==> src/rtl/fetch_sequencer_if.sv <==
// Fetch-sequencer bundle: the hazard/EX/imem side drives requests, the sequencer drives PC and IF/ID controls.
// Latency: none, this is only wiring.
// Backpressure: imem_ready and hazard_stall are the stall sources; there are no credits.
//   master : redirect_valid/redirect_target, hazard_stall, halt, imem_ready out; controls in
//   slave  : the reverse, used by fetch_sequencer
interface fetch_sequencer_if #(
   parameter int ADDR_WIDTH = 20,
   parameter int CNT_WIDTH  = 8
);
   logic                  redirect_valid;
   logic [ADDR_WIDTH-1:0] redirect_target;
   logic                  hazard_stall;
   logic                  halt;
   logic                  imem_ready;
   logic                  imem_req;
   logic                  pc_stall;
   logic                  pc_load;
   logic [ADDR_WIDTH-1:0] pc_target;
   logic                  fetch_valid;
   logic                  flush_if;
   logic                  flush_id;
   logic [1:0]            state_dbg;
   logic [CNT_WIDTH-1:0]  redirect_count;

   modport master (
      output redirect_valid, redirect_target, hazard_stall, halt, imem_ready,
      input  imem_req, pc_stall, pc_load, pc_target, fetch_valid, flush_if, flush_id,
             state_dbg, redirect_count
   );

   modport slave (
      input  redirect_valid, redirect_target, hazard_stall, halt, imem_ready,
      output imem_req, pc_stall, pc_load, pc_target, fetch_valid, flush_if, flush_id,
             state_dbg, redirect_count
   );
endinterface

==> src/rtl/fetch_sequencer.sv <==
// Instruction-fetch control FSM: arbitrates redirect > halt > load-use stall > imem wait.
// Latency: Mealy outputs, so a redirect loads the PC on the same edge it is presented.
// Backpressure: imem_ready low parks the FSM in WAIT; hazard_stall holds PC and IF/ID.
//   clock_i   : rising-edge clock
//   reset_n_i : asynchronous active-low reset
//   bus       : slave side of fetch_sequencer_if (redirect/hazard/halt/imem in, PC/IF-ID controls out)
module fetch_sequencer #(
   parameter int ADDR_WIDTH = 20,
   parameter int CNT_WIDTH  = 8
) (
   input  logic                  clock_i,
   input  logic                  reset_n_i,
   fetch_sequencer_if.slave      bus
);

   typedef enum logic [1:0] {
      IDLE   = 2'd0,
      FETCH  = 2'd1,
      WAIT   = 2'd2,
      HALTED = 2'd3
   } state_e;

   state_e                state_q, state_d;
   logic                  pend_vld_q, pend_vld_d;
   logic [ADDR_WIDTH-1:0] pend_tgt_q, pend_tgt_d;
   logic [CNT_WIDTH-1:0]  cnt_q, cnt_d;

   logic                  req_c, stall_c, load_c, fv_c, fif_c, fid_c;
   logic [ADDR_WIDTH-1:0] tgt_c;

   // State register
   always_ff @(posedge clock_i or negedge reset_n_i) begin
      if (!reset_n_i) begin
         state_q    <= IDLE;
         pend_vld_q <= 1'b0;
         pend_tgt_q <= '0;
         cnt_q      <= '0;
      end else begin
         state_q    <= state_d;
         pend_vld_q <= pend_vld_d;
         pend_tgt_q <= pend_tgt_d;
         cnt_q      <= cnt_d;
      end
   end

   // Next-state logic
   always_comb begin
      state_d    = state_q;
      pend_vld_d = pend_vld_q;
      pend_tgt_d = pend_tgt_q;
      case (state_q)
         IDLE:   state_d = FETCH;
         FETCH: begin
            if (bus.redirect_valid)    state_d = FETCH;
            else if (bus.halt)         state_d = HALTED;
            else if (bus.hazard_stall) state_d = FETCH;
            else if (!bus.imem_ready)  state_d = WAIT;
         end
         WAIT: begin
            if (bus.imem_ready) begin
               if (bus.redirect_valid || pend_vld_q) begin
                  state_d    = FETCH;
                  pend_vld_d = 1'b0;
               end else if (!bus.hazard_stall) begin
                  state_d = FETCH;
               end
            end else if (bus.redirect_valid) begin
               // Youngest EX redirect wins while memory is still busy
               pend_vld_d = 1'b1;
               pend_tgt_d = bus.redirect_target;
            end
         end
         HALTED: if (bus.redirect_valid) state_d = FETCH;
         default: state_d = IDLE;
      endcase
   end

   // Output logic
   always_comb begin
      req_c   = 1'b0;
      stall_c = 1'b0;
      load_c  = 1'b0;
      tgt_c   = '0;
      fv_c    = 1'b0;
      fif_c   = 1'b0;
      fid_c   = 1'b0;
      case (state_q)
         IDLE: stall_c = 1'b1;
         FETCH: begin
            req_c = 1'b1;
            if (bus.redirect_valid) begin
               load_c = 1'b1;
               tgt_c  = bus.redirect_target;
               fif_c  = 1'b1;
               fid_c  = 1'b1;
            end else if (bus.halt || bus.hazard_stall || !bus.imem_ready) begin
               stall_c = 1'b1;
            end else begin
               fv_c = 1'b1;
            end
         end
         WAIT: begin
            req_c = 1'b1;
            if (bus.imem_ready) begin
               if (bus.redirect_valid || pend_vld_q) begin
                  // The word arriving now is wrong-path, so it is dropped
                  load_c = 1'b1;
                  tgt_c  = bus.redirect_valid ? bus.redirect_target : pend_tgt_q;
                  fif_c  = 1'b1;
               end else if (bus.hazard_stall) begin
                  stall_c = 1'b1;
               end else begin
                  fv_c = 1'b1;
               end
            end else begin
               stall_c = 1'b1;
               if (bus.redirect_valid) begin
                  fif_c = 1'b1;
                  fid_c = 1'b1;
               end
            end
         end
         HALTED: begin
            if (bus.redirect_valid) begin
               load_c = 1'b1;
               tgt_c  = bus.redirect_target;
               fif_c  = 1'b1;
               fid_c  = 1'b1;
            end else begin
               stall_c = 1'b1;
            end
         end
         default: stall_c = 1'b1;
      endcase
   end

   // Saturating pc_load counter
   assign cnt_d = (load_c && (cnt_q != '1)) ? cnt_q + CNT_WIDTH'(1) : cnt_q;

   assign bus.imem_req       = req_c;
   assign bus.pc_stall       = stall_c;
   assign bus.pc_load        = load_c;
   assign bus.pc_target      = tgt_c;
   assign bus.fetch_valid    = fv_c;
   assign bus.flush_if       = fif_c;
   assign bus.flush_id       = fid_c;
   assign bus.state_dbg      = state_q;
   assign bus.redirect_count = cnt_q;

endmodule

==> src/flat_wrapper.sv <==
// flat-port wrapper written by rule: the top's interface ports become plain ports
module fetch_sequencer_flat 
#(
   parameter int ADDR_WIDTH = 20,
   parameter int CNT_WIDTH  = 8
)
  (clock_i, reset_n_i, bus_redirect_valid, bus_redirect_target, bus_hazard_stall, bus_halt, bus_imem_ready, bus_imem_req, bus_pc_stall, bus_pc_load, bus_pc_target, bus_fetch_valid, bus_flush_if, bus_flush_id, bus_state_dbg, bus_redirect_count);
  fetch_sequencer_if #(.ADDR_WIDTH(ADDR_WIDTH), .CNT_WIDTH(CNT_WIDTH)) bus_i ();
  input  logic clock_i;
  input  logic reset_n_i;
  input wire logic [$bits(bus_i.redirect_valid)-1:0] bus_redirect_valid;
  input wire logic [$bits(bus_i.redirect_target)-1:0] bus_redirect_target;
  input wire logic [$bits(bus_i.hazard_stall)-1:0] bus_hazard_stall;
  input wire logic [$bits(bus_i.halt)-1:0] bus_halt;
  input wire logic [$bits(bus_i.imem_ready)-1:0] bus_imem_ready;
  output wire logic [$bits(bus_i.imem_req)-1:0] bus_imem_req;
  output wire logic [$bits(bus_i.pc_stall)-1:0] bus_pc_stall;
  output wire logic [$bits(bus_i.pc_load)-1:0] bus_pc_load;
  output wire logic [$bits(bus_i.pc_target)-1:0] bus_pc_target;
  output wire logic [$bits(bus_i.fetch_valid)-1:0] bus_fetch_valid;
  output wire logic [$bits(bus_i.flush_if)-1:0] bus_flush_if;
  output wire logic [$bits(bus_i.flush_id)-1:0] bus_flush_id;
  output wire logic [$bits(bus_i.state_dbg)-1:0] bus_state_dbg;
  output wire logic [$bits(bus_i.redirect_count)-1:0] bus_redirect_count;
  assign bus_i.redirect_valid = bus_redirect_valid;
  assign bus_i.redirect_target = bus_redirect_target;
  assign bus_i.hazard_stall = bus_hazard_stall;
  assign bus_i.halt = bus_halt;
  assign bus_i.imem_ready = bus_imem_ready;
  assign bus_imem_req = bus_i.imem_req;
  assign bus_pc_stall = bus_i.pc_stall;
  assign bus_pc_load = bus_i.pc_load;
  assign bus_pc_target = bus_i.pc_target;
  assign bus_fetch_valid = bus_i.fetch_valid;
  assign bus_flush_if = bus_i.flush_if;
  assign bus_flush_id = bus_i.flush_id;
  assign bus_state_dbg = bus_i.state_dbg;
  assign bus_redirect_count = bus_i.redirect_count;
  fetch_sequencer #(.ADDR_WIDTH(ADDR_WIDTH), .CNT_WIDTH(CNT_WIDTH)) u_core (.clock_i(clock_i), .reset_n_i(reset_n_i), .bus(bus_i));
endmodule
==> config.mk <==
export PLATFORM = sky130hd
export DESIGN_NAME = fetch_sequencer_flat
export DESIGN_NICKNAME = d
export VERILOG_FILES = /design/src/rtl/fetch_sequencer_if.sv /design/src/rtl/fetch_sequencer.sv /design/src/flat_wrapper.sv
export SDC_FILE = /design/constraint.sdc
export NUM_CORES = 1
export LEC_CHECK = 0
export ABC_AREA = 1
export CAP_MARGIN = 20
export CORE_ASPECT_RATIO = 0.6
export CORE_UTILIZATION = 35
export CTS_CLUSTER_SIZE = 20
export DETAILED_ROUTE_END_ITERATION = 8
export PLACE_DENSITY = 0.64
export SETUP_SLACK_MARGIN = 0.05
export SYNTH_ARGS = -nofsm -noshare
export SYNTH_HDL_FRONTEND = slang
export SYNTH_SLANG_ARGS = --single-unit
export TNS_END_PERCENT = 20
==> constraint.sdc <==
create_clock -name clock_i -period 1.98 [get_ports clock_i]
set_clock_uncertainty 0.05 [all_clocks]
set_input_delay 0.198 -clock clock_i [delete_from_list [all_inputs] [get_ports clock_i]]
set_output_delay 0.198 -clock clock_i [all_outputs]
set_load 0.01 [all_outputs]
==> metrics, run 1 <==
Multi-input gate area 0.00137 mm2; Reg-to-Reg Start u_core.bus.state_dbg[0]$_DFFE_PN0P_; Syn Nets 332; Layout Nets 424; Area growth syn-to-layout 46.7%; Final Critical Period around 2 ns; share of the synthesized area in the top cell type 0.338; unrepaired setup endpoints after global routing true; Seq/Total Area, Yosys 0.338; pre-CTS WS -0.219 ns; Worst Hold Class in -> async; post-route setup slack -0.0399 ns; Std-Cell Rows 22; Int Power 2170 uW; # H-tree levels 2; post-layout util 0.542; Hold Fails Final Rpt 0; fraction of layout cells with a size suffix above 1 0.359; Gate power share 0.580; final cell count without fillers 477; Pwr per Cell Area 1100 mW/mm2; Post-Syn Area roughly 0.0023 mm2; Commonest cells post-synth nand2_1 (104), inv_1 (32), dfrtp_1 (31); critical path's top delay family buffers and inverters; reg-to-reg setup timing slack around 0.24 ns; status finished with violations; yosys warns 0; die area 0.00691 mm2; DR pass1 iterations 5; leakage power roughly 0.0016 uW; Least-Margin Pin Slew around 0.42 ns; cells after synthesis 300; CTS tree yes; worst path arrival time 1.77 ns; Synth area leaders dfrtp_1 (34%), nand2_1 (17%), o211ai_2 (9.8%); register area 777 um2; Die Ht 64.8 um; Setup crit end bus_pc_target[15]; Max Slew Vio Count 0; slowest CP cell dfrtp_1; Synth Area in Simple Gates 0.265; reg2reg end u_core.bus.redirect_count[6]$_DFFE_PN0P_; r2r worst-path depth 13; top-count cell post-synth nand2_1; Pwr Total about 3700 uW; clk_lat worst skew 0.28 ns; drt total wl 6210 um; #FFs+latches synth 31; die width 107 um; hold_buf cts 0; main combinational cell family by area after synthesis simple AND/OR/NAND/NOR gates; drt drc 0; GPL Wtd Cong 0.837; I/O pin count 62; Crit. path cell count 9; period utilisation layout 1.02; max_cap viols 0; pin count of the biggest net entering global routing 36; ANT nets after route 0; CP Max Fanout 4; CP Cell Sequence inv_2, ha_4, nand2_4, nor2_4, buf_12, buf_8, o211ai_2, a21oi_2, buf_2; library cells used by synthesis 31; data required time of the worst path 1.73 ns; clock network fraction of total power 0.129; Avg WL per Cell 13.0 um; mux cell area share after synthesis 0; clock root buffer clkbuf_8; WP buf/inv 4; Switch Pwr between 1500 and 2000 uW; 1st-iter DRT viols 73; initial antenna violation count 0; vias per cell approximately 4.6; Highest Clock Rate 495 MHz; Post-synth EDFFs 0; Syn Area/Cell 7.66 um2; compound-cell area share of the yosys netlist 0.249; violated checks setup timing; XOR/XNOR Fraction of Synth Area 0.00762; Placed Instances 455; I/O Buffers 61; starting density of the core 0.369; vias 2211; sw frac 0.418; vias in the first global route 2155; final setup fails 6; Post-Synth Adder-Cell Area 0.0327; Worst path max stage delay 0.41 ns; final-layout fill cell count 602; Reg clk slew, reported paths 0.07 ns; global-route usage over all layers 0.190; worst vdd ir 0.537 mV; worst setup path start u_core.bus.state_dbg[0]$_DFFE_PN0P_; ANT cells 0; post-DP HPWL about 4300 um; Congestion Overflow GR 0; clk buf depth 2; clk sinks 31; critical path capture point type output pin; relative slew slack 0.719; ys flop type dfrtp_1; Sequential Power Share 0.291; CTS buffer count 5; cell accounting for the most synthesized area dfrtp_1; startpoint types register; ys async rst share 1.00; Crit Path Class reg -> out; first-pass GRT wire length 10200 um; CORE AREA a little over 0.006 mm2
[metrics by stage]
step / hold slack [ns] / cell area (um2) / setup TNS, ns
6_report: 0.283 / 3370 / -0.0897
3_3_place_gp: 0.406 / 3130 / -3.72
5_1_grt: 0.323 / 3370 / -1.19
3_5_place_dp: 0.431 / 3130 / -3.97
2_1_floorplan: -0.148 / 2300 / 0
4_1_cts: 0.300 / 3350 / -0.150
[worst min path at each step]
| stage | slack (ns) | depth (start not counted) | to | startpoint |
|---|---|---|---|---|
| 5_1_grt | 0.32 | 2 | u_core.pend_tgt_q[11]$_DFFE_PN0P_ | reset_n_i |
| 3_5_place_dp | 0.43 | 2 | u_core.pend_tgt_q[18]$_DFFE_PN0P_ | u_core.pend_tgt_q[18]$_DFFE_PN0P_ |
| 6_report | 0.28 | 2 | u_core.pend_tgt_q[11]$_DFFE_PN0P_ | reset_n_i |
| 2_1_floorplan | -0.15 | 0 | u_core.bus.redirect_count[0]$_DFFE_PN0P_ | reset_n_i |
| 4_1_cts | 0.30 | 2 | u_core.pend_tgt_q[11]$_DFFE_PN0P_ | reset_n_i |
| 3_3_place_gp | 0.41 | 2 | u_core.pend_tgt_q[18]$_DFFE_PN0P_ | u_core.pend_tgt_q[18]$_DFFE_PN0P_ |
[power by group through the flow]
stage | sequential (uW) | clock [uW] | combinational (uW)
2_1_floorplan | 1070 | 0 | 1040
3_3_place_gp | 1060 | 0 | 1980
3_5_place_dp | 1070 | 0 | 2010
4_1_cts | 1070 | 496 | 2140
5_1_grt | 1110 | 529 | 2370
6_report | 1080 | 480 | 2160
[cell families (layout without fill, tap and decap cells)]
| kind of cell | Yosys count | count (layout) |
|---|---|---|
| buffers and inverters | 52 | 145 |
| AOI/OAI and AO/OA | 72 | 72 |
| and+or+nand+nor | 137 | 137 |
| DFF | 31 | 31 |
| adders and majority gates | 6 | 6 |
| xor gates and xnor gates | 2 | 2 |
[worst reg2reg max path: stages, from the launching register on]
cell     delay (ns)
dfrtp_1        0.41
inv_2          0.09
ha_4           0.15
nand2_4        0.06
buf_4          0.13
buf_4          0.13
inv_2          0.06
nand2_2        0.08
nand2_4        0.08
nand2_4        0.04
buf_4          0.13
nor2_4         0.13
nand2_1        0.07
nand2_1        0.06
[state kept, by name (all words and copies together), names as in the netlist]
name,count
u_core.bus.redirect_count,8
u_core.bus.state_dbg,2
u_core.pend_vld_q,1
u_core.pend_tgt_q,20
[placed cells by master, fill, tap and decap left out, types with 2 or more instances in the layout]
| cell type | synthesis | final |
|---|---|---|
| a21oi_1 | 5 | 2 |
| a21oi_2 | 18 | 21 |
| a31oi_1 | 2 | 2 |
| buf_12 | 0 | 6 |
| buf_2 | 5 | 26 |
| buf_4 | 0 | 23 |
| buf_6 | 6 | 4 |
| buf_8 | 0 | 3 |
| clkbuf_1 | 1 | 2 |
| clkbuf_8 | 0 | 5 |
| clkdlybuf4s50_1 | 0 | 34 |
| dfrtp_1 | 31 | 30 |
| ha_4 | 0 | 4 |
| inv_1 | 32 | 28 |
| inv_2 | 6 | 10 |
| nand2_1 | 104 | 101 |
| nand2_2 | 3 | 3 |
| nand2_4 | 4 | 7 |
| nand3_1 | 4 | 4 |
| nand3b_1 | 2 | 2 |
| nand4_1 | 2 | 2 |
| nor2_1 | 12 | 12 |
| nor2_4 | 2 | 2 |
| nor3_2 | 1 | 2 |
| o211ai_2 | 18 | 18 |
| o21ai_0 | 5 | 4 |
| o21ai_1 | 21 | 22 |
| xnor2_1 | 2 | 2 |
[timing repair]
| action | in CTS | in global routing |
|---|---|---|
| pin swaps | 14 | 13 |
| endpoints found under the setup margin | 26 | 23 |
| gates cloned | 1 | 0 |
| hold endpoints to repair | 0 | 0 |
| resized for setup | 126 | 13 |
| buffers inserted | 12 | 1 |
[per-layer routing]
| layer | vias up | part of all wire | track usage |
|---|---|---|---|
| li1 | 1163 | - | - |
| met1 | 992 | 0.54 | 0.280 |
| met2 | 51 | 0.40 | 0.285 |
| met3 | 5 | 0.053 | 0.0423 |
| met4 | 0 | 0.0068 | 0.0360 |
| met5 | - | 0 | 0 |
[final cells by class]
class / instances / area share
sequential: 31 / 0.230
inverter: 39 / 0.0456
timing repair buffer: 98 / 0.264
tap: 84 / 0.0312
multi-input combinational: 217 / 0.405
clock inverter: 1 / 0.00148
clock buffer: 7 / 0.0226
Note: power is estimated with default switching activity, not from simulation.
==> run 2: changes to the inputs <==
Clock period 1.98 ns to 2.2 ns, I/O delays scaled along.
==> run 2 against run 1 <==
The flow now finishes without violations. Highest routed layer unchanged. Die area unchanged. Utilization shrank 3.3 points. Critical endpoint is now bus_pc_target[14]. Non-clock buffer count decreased by 16. Largest power group unchanged. Sequential cell count did not move.
==> metrics, run 2 (same netlist as run 1, synthesis figures left out) <==
worst vdd ir 0.426 mV (-21%); worst path arrival time 1.92 ns (+0.15 ns); reg2reg end u_core.pend_tgt_q[7]$_DFFE_PN0P_; Least-Margin Pin Slew 0.415 ns (-0.00716 ns); CORE AREA 0.00622 mm2 (unchanged); vias 2170 (-1.9%); DR pass1 iterations 4 (-1); global-route usage over all layers 0.186 (-0.00479); drt total wl 6070 um (-2.2%); final setup fails 0 (-6); period utilisation layout 0.994; Layout Nets 408 (-3.8%); most frequent cells in the layout nand2_1 (102), clkdlybuf4s50_1 (35), inv_1 (31), dfrtp_1 (31), o21ai_1 (21); Pwr per Cell Area 968 mW/mm2 (-12%); Std-Cell Rows 22 (unchanged); CP Max Fanout 6 (+2); Die Ht 64.8 um (unchanged); setup TNS 0 ns (+0.0897 ns); initial antenna violation count 0 (unchanged); Placed Area 0.00306 mm2 (-2.3%); r2r worst-path depth 9 (-4); drt drc 0 (unchanged); I/O pin count 62 (unchanged); clock root buffer clkbuf_8; vias per cell 4.71 (+1.6%); pin count of the biggest net entering global routing 36 (unchanged); number of flip-flops in the largest register 20 (unchanged); status finished clean; critical path capture point type output pin; I/O Buffers 61 (unchanged); Crit Path Class reg -> out; Highest Clock Rate 457 MHz; Avg WL per Cell 13.2 um (+1.2%); Worst Hold Class in -> async; hold_buf cts 0 (unchanged); post-DP HPWL 4330 um (+0.10%); leakage power 0.00151 uW (-5.4%); vias in the first global route 2154 (-0.046%); 1st-iter DRT viols 61 (-16%); first-pass GRT wire length 10000 um (-1.8%); startpoint types register; pre-CTS WS -0.0409 ns (+0.178 ns); Hold Fails Final Rpt 0 (unchanged); Final Critical Period 2.19 ns; GPL Wtd Cong 0.819 (-2.1%); clk sinks 31 (unchanged); post-route setup slack 0.0139 ns (+0.0538 ns); Max Slew Vio Count 0 (unchanged); starting density of the core 0.369 (unchanged); CTS tree yes; fin area 0.00317 mm2 (-6.0%); clk_lat worst skew 0.28 ns (about the same); fraction of layout cells with a size suffix above 1 0.284 (-0.0750); final cell count without fillers 461 (-3.4%); reg-to-reg setup timing slack 0.53 ns (+0.29 ns); Biggest register u_core.pend_tgt_q; ANT cells 0 (unchanged); commonest non-fill, non-tap cell in the layout nand2_1; unrepaired setup endpoints after global routing true; clk buf depth 2 (unchanged); ANT nets after route 0 (unchanged); Reg-to-Reg Start u_core.bus.state_dbg[0]$_DFFE_PN0P_; CTS buffer count 5 (unchanged); data required time of the worst path 1.93 ns (+0.20 ns); worst setup path start u_core.bus.state_dbg[0]$_DFFE_PN0P_; Congestion Overflow GR 0 (unchanged); Area growth syn-to-layout 37.9%; die area 0.00691 mm2 (unchanged); die width 107 um (unchanged); Reg clk slew, reported paths 0.07 ns (about the same); Placed Instances 447 (-1.8%); max_cap viols 0 (unchanged); relative slew slack 0.723 (+0.00477); WHS 0.291 ns (+0.00786 ns); # H-tree levels 2 (unchanged)
run 2: changes by cell type in the layout (fill, tap and decap cells not counted), sizes merged:
cell,delta
clkinvlp,+1
clkbuf,+13
dlymetal6s2s,+1
clkdlybuf4s50,+1
clkdlybuf4s15,+2
buf,-38
dlygate4sd2,+4
run 2: layout make-up:
class | instances | area [um2]
Clock buffer | 6 | 72.6
Timing Repair Buffer | 82 | 744
Sequential cell | 31 | 776
Multi-Input combinational cell | 217 | 1310
Clock inverter | 2 | 12.5
Inverter | 39 | 154
Fill cell | 635 | 3050
Tap cell | 84 | 105
run 2: metal layers:
layer / vias to the layer above / share of wire / global-route usage
met1: 1007 / 0.53 / 0.265
met4: 0 / 0.0048 / 0.0462
met2: 45 / 0.42 / 0.279
met5: - / 0 / 0
li1: 1116 / - / -
met3: 2 / 0.048 / 0.0463
run 2: where the power goes:
| part | internal [uW] | total [uW] | switching [uW] | leakage (uW) |
|---|---|---|---|---|
| clock | 221 | 441 | 220 | 0.0000412 |
| sequential | 779 | 964 | 185 | 0.000403 |
| combinational | 756 | 1660 | 908 | 0.00106 |
| total | 1760 | 3070 | 1310 | 0.00151 |
run 2: what timing repair did:
| item | 4_1_cts | 5_1_grt |
|---|---|---|
| cloned | 0 | 1 |
| pin swaps | 1 | 2 |
| resized for setup | 36 | 43 |
| setup endpoints to repair | 25 | 23 |
| buffers inserted | 2 | 3 |
run 2: worst max path at each step:
stage	end	cells after the start
3_5_place_dp	bus_pc_target[14]	7
6_report	bus_pc_target[14]	10
4_1_cts	bus_pc_target[1]	9
3_3_place_gp	bus_pc_target[15]	7
5_1_grt	bus_pc_target[14]	10
2_1_floorplan	bus_pc_target[2]	7
run 2: stage by stage:
stage | utilization | total power [uW]
CTS | 0.505 | 3060
finish | 0.509 | 3070
floorplan | - | 1900
global route | 0.509 | 3320
global placement | 0.492 | 2650
detailed placement | 0.492 | 2690
run 2: critical path: stages (launching register included):
cell	delay, ns
dfrtp_1	0.42
inv_2	0.10
ha_4	0.15
nand2_4	0.07
nor2_4	0.16
buf_6	0.14
clkbuf_16	0.15
buf_6	0.09
o211ai_2	0.07
a21oi_2	0.14
buf_2	0.15
==> run 3: changes to the inputs <==
Settings changed: CORE_UTILIZATION 35 to 30, PLACE_DENSITY 0.64 to 0.57, SLEW_MARGIN from default to 30.
==> run 3 against run 2 <==
Worst hold slack improved by 0.016 ns. Register-to-register slack improved by 0.02 ns. Combinational power fell by 3%. Sequential power barely moved. Cell count rose by 3.5%. Setup slack improved by 0.11 ns. Critical path depth fell by 2. Die area rose by 16%. First-iteration DRC count rose by 69%. Sequential share of layout area fell by 0.086 points. Clock power rose by 83%.
==> metrics, run 3 (same netlist as run 1, synthesis figures left out) <==
status finished clean; starting density of the core 0.314 (-0.0558); Least-Margin Pin Slew 0.427 ns (+0.0121 ns); slowest CP cell dfrtp_1; CP Max Fanout 13 (+7); post-DP HPWL 4310 um (-0.37%); Biggest register u_core.pend_tgt_q; CP Cell Sequence inv_1, ha_2, nand2_2, nor2_4, buf_12, o211ai_2, a21oi_2, clkdlybuf4s15_1; first-pass GRT wire length 9870 um (-1.7%); I/O Buffers 61 (unchanged); register area 777 um2 (+0.16%); DR pass1 iterations 4 (unchanged); leakage power 0.00149 uW (-1.2%); Max Slew Vio Count 0 (unchanged); Crit Path Class reg -> out; clk buf depth 2 (unchanged); global-route usage over all layers 0.157 (-0.0282); ANT nets after route 0 (unchanged); Layout Nets 404 (-0.98%); Hold Fails Final Rpt 0 (unchanged); critical path capture point type output pin; data required time of the worst path 1.93 ns (about the same); startpoint types register; final setup fails 0 (unchanged); ANT cells 0 (unchanged); most frequent cells in the layout nand2_1 (104), clkdlybuf4s50_1 (35), inv_1 (32); initial antenna violation count 0 (unchanged); worst vdd ir 0.370 mV (-13%); relative slew slack 0.715 (-0.00810); Highest Clock Rate 481 MHz (+5.2%); clk_lat worst skew 0.27 ns (about the same); period utilisation layout 0.945 (-0.0490); Std-Cell Rows 24 (+9.1%); Int Power 2060 uW (+17%); Worst path max stage delay 0.37 ns (-0.05 ns); die area 0.00803 mm2 (+16%); Reg clk slew, reported paths 0.05 ns (-0.02 ns); Switch Pwr 1310 uW (about the same); clock root buffer clkbuf_16; Pwr per Cell Area 1060 mW/mm2 (+9.4%); I/O pin count 62 (unchanged); max_cap viols 0 (unchanged); hold_buf cts 0 (unchanged); Multi-input gate area 0.00128 mm2 (-1.6%); number of flip-flops in the largest register 20 (unchanged); CORE AREA 0.00733 mm2 (+18%); 1st-iter DRT viols 103 (+69%); fin area 0.00319 mm2 (+0.51%); drt total wl 5790 um (-4.7%); Congestion Overflow GR 0 (unchanged); CTS buffer count 5 (unchanged); Area growth syn-to-layout 38.6%; # H-tree levels 2 (unchanged); Sequential Power Share 0.285 (-0.029); pin count of the biggest net entering global routing 36 (unchanged); Die Ht 69.8 um (+7.8%); Post-CTS Setup Bufs 0 (-2); sw frac 0.389 (-0.0390); setup TNS 0 ns (unchanged); vias per cell 4.50 (-4.3%); fraction of layout cells with a size suffix above 1 0.282 (-0.00232); unrepaired setup endpoints after global routing true; Avg WL per Cell 12.1 um (-7.9%); vias in the first global route 2005 (-6.9%); commonest non-fill, non-tap cell in the layout nand2_1; Placed Area 0.00309 mm2 (+0.90%); CTS tree yes; worst path arrival time 1.81 ns (-0.11 ns); clock network fraction of total power 0.239 (+0.095); final-layout fill cell count 764 (+20%); Final Critical Period 2.08 ns (-0.108 ns); GPL Wtd Cong 0.767 (-6.4%); clk sinks 31 (unchanged); Worst Hold Class in -> async; vias 2148 (-1.0%); die width 115 um (+7.9%); drt drc 0 (unchanged); Gate power share 0.476 (-0.066)
run 3: layer usage:
metal	routed length, um	vias up	share of wire	global-route usage
met1	3140	973	0.54	0.241
li1	-	1115	-	-
met3	316	6	0.055	0.0358
met4	46	0	0.0079	0.0404
met5	0	-	0	0
met2	2290	54	0.40	0.218
run 3: per-stage QoR:
| stage | setup WS [ns] | cells | hold slack [ns] | utilization | power, uW |
|---|---|---|---|---|---|
| after floorplan | 0.495 | 300 | -0.126 | - | 1900 |
| after global routing | 0.00302 | 477 | 0.360 | 0.435 | 3630 |
| after CTS | 0.0619 | 477 | 0.328 | 0.442 | 3410 |
| final | 0.122 | 477 | 0.307 | 0.435 | 3370 |
| after detailed placement | -0.00802 | 469 | 0.413 | 0.421 | 2680 |
| after global placement | -0.0122 | 469 | 0.407 | 0.421 | 2660 |
run 3: final timing paths:
path,slack [ns],endpoint,start,cells after the start
hold reg to reg,0.42,u_core.pend_tgt_q[18]$_DFFE_PN0P_,u_core.pend_tgt_q[18]$_DFFE_PN0P_,2
setup / recovery,0.12,bus_pc_target[10],u_core.bus.state_dbg[0]$_DFFE_PN0P_,8
setup reg to reg,0.55,u_core.pend_tgt_q[19]$_DFFE_PN0P_,u_core.bus.state_dbg[0]$_DFFE_PN0P_,9
max in group asynchronous,1.46,u_core.bus.state_dbg[1]$_DFFE_PN0P_,reset_n_i,2
hold / removal,0.31,u_core.pend_tgt_q[13]$_DFFE_PN0P_,reset_n_i,2
min in group clock_i,0.42,u_core.pend_tgt_q[18]$_DFFE_PN0P_,u_core.pend_tgt_q[18]$_DFFE_PN0P_,2
run 3: cell type report:
| cell class | instances | share of cell area |
|---|---|---|
| multi-input combinational | 217 | 0.403 |
| clock inverter | 2 | 0.0110 |
| sequential | 31 | 0.244 |
| tap | 104 | 0.0408 |
| clock buffer | 6 | 0.0436 |
| timing repair buffer | 78 | 0.208 |
| inverter | 39 | 0.0499 |
run 3: what timing repair did:
action | 4_1_cts | 5_1_grt
pin swaps | 1 | 0
endpoints found under the setup margin | 25 | 24
gates resized for setup | 28 | 48
run 3: power groups by stage:
stage                     Combinational (uW)  Sequential (uW)  Clock (uW)
after global routing                    1770              998         856
after global placement                  1700              963           0
after floorplan                          939              961           0
after detailed placement                1710              968           0
final                                   1610              962         807
after CTS                               1620              961         826
run 3: critical path: cells and delay by family (launching register included):
family | cells | cell delay (ns)
DFF | 1 | 0.37
buffers and inverters | 3 | 0.51
and+or+nand+nor | 2 | 0.24
adders and majority gates | 1 | 0.20
AOI/OAI and AO/OA | 2 | 0.21
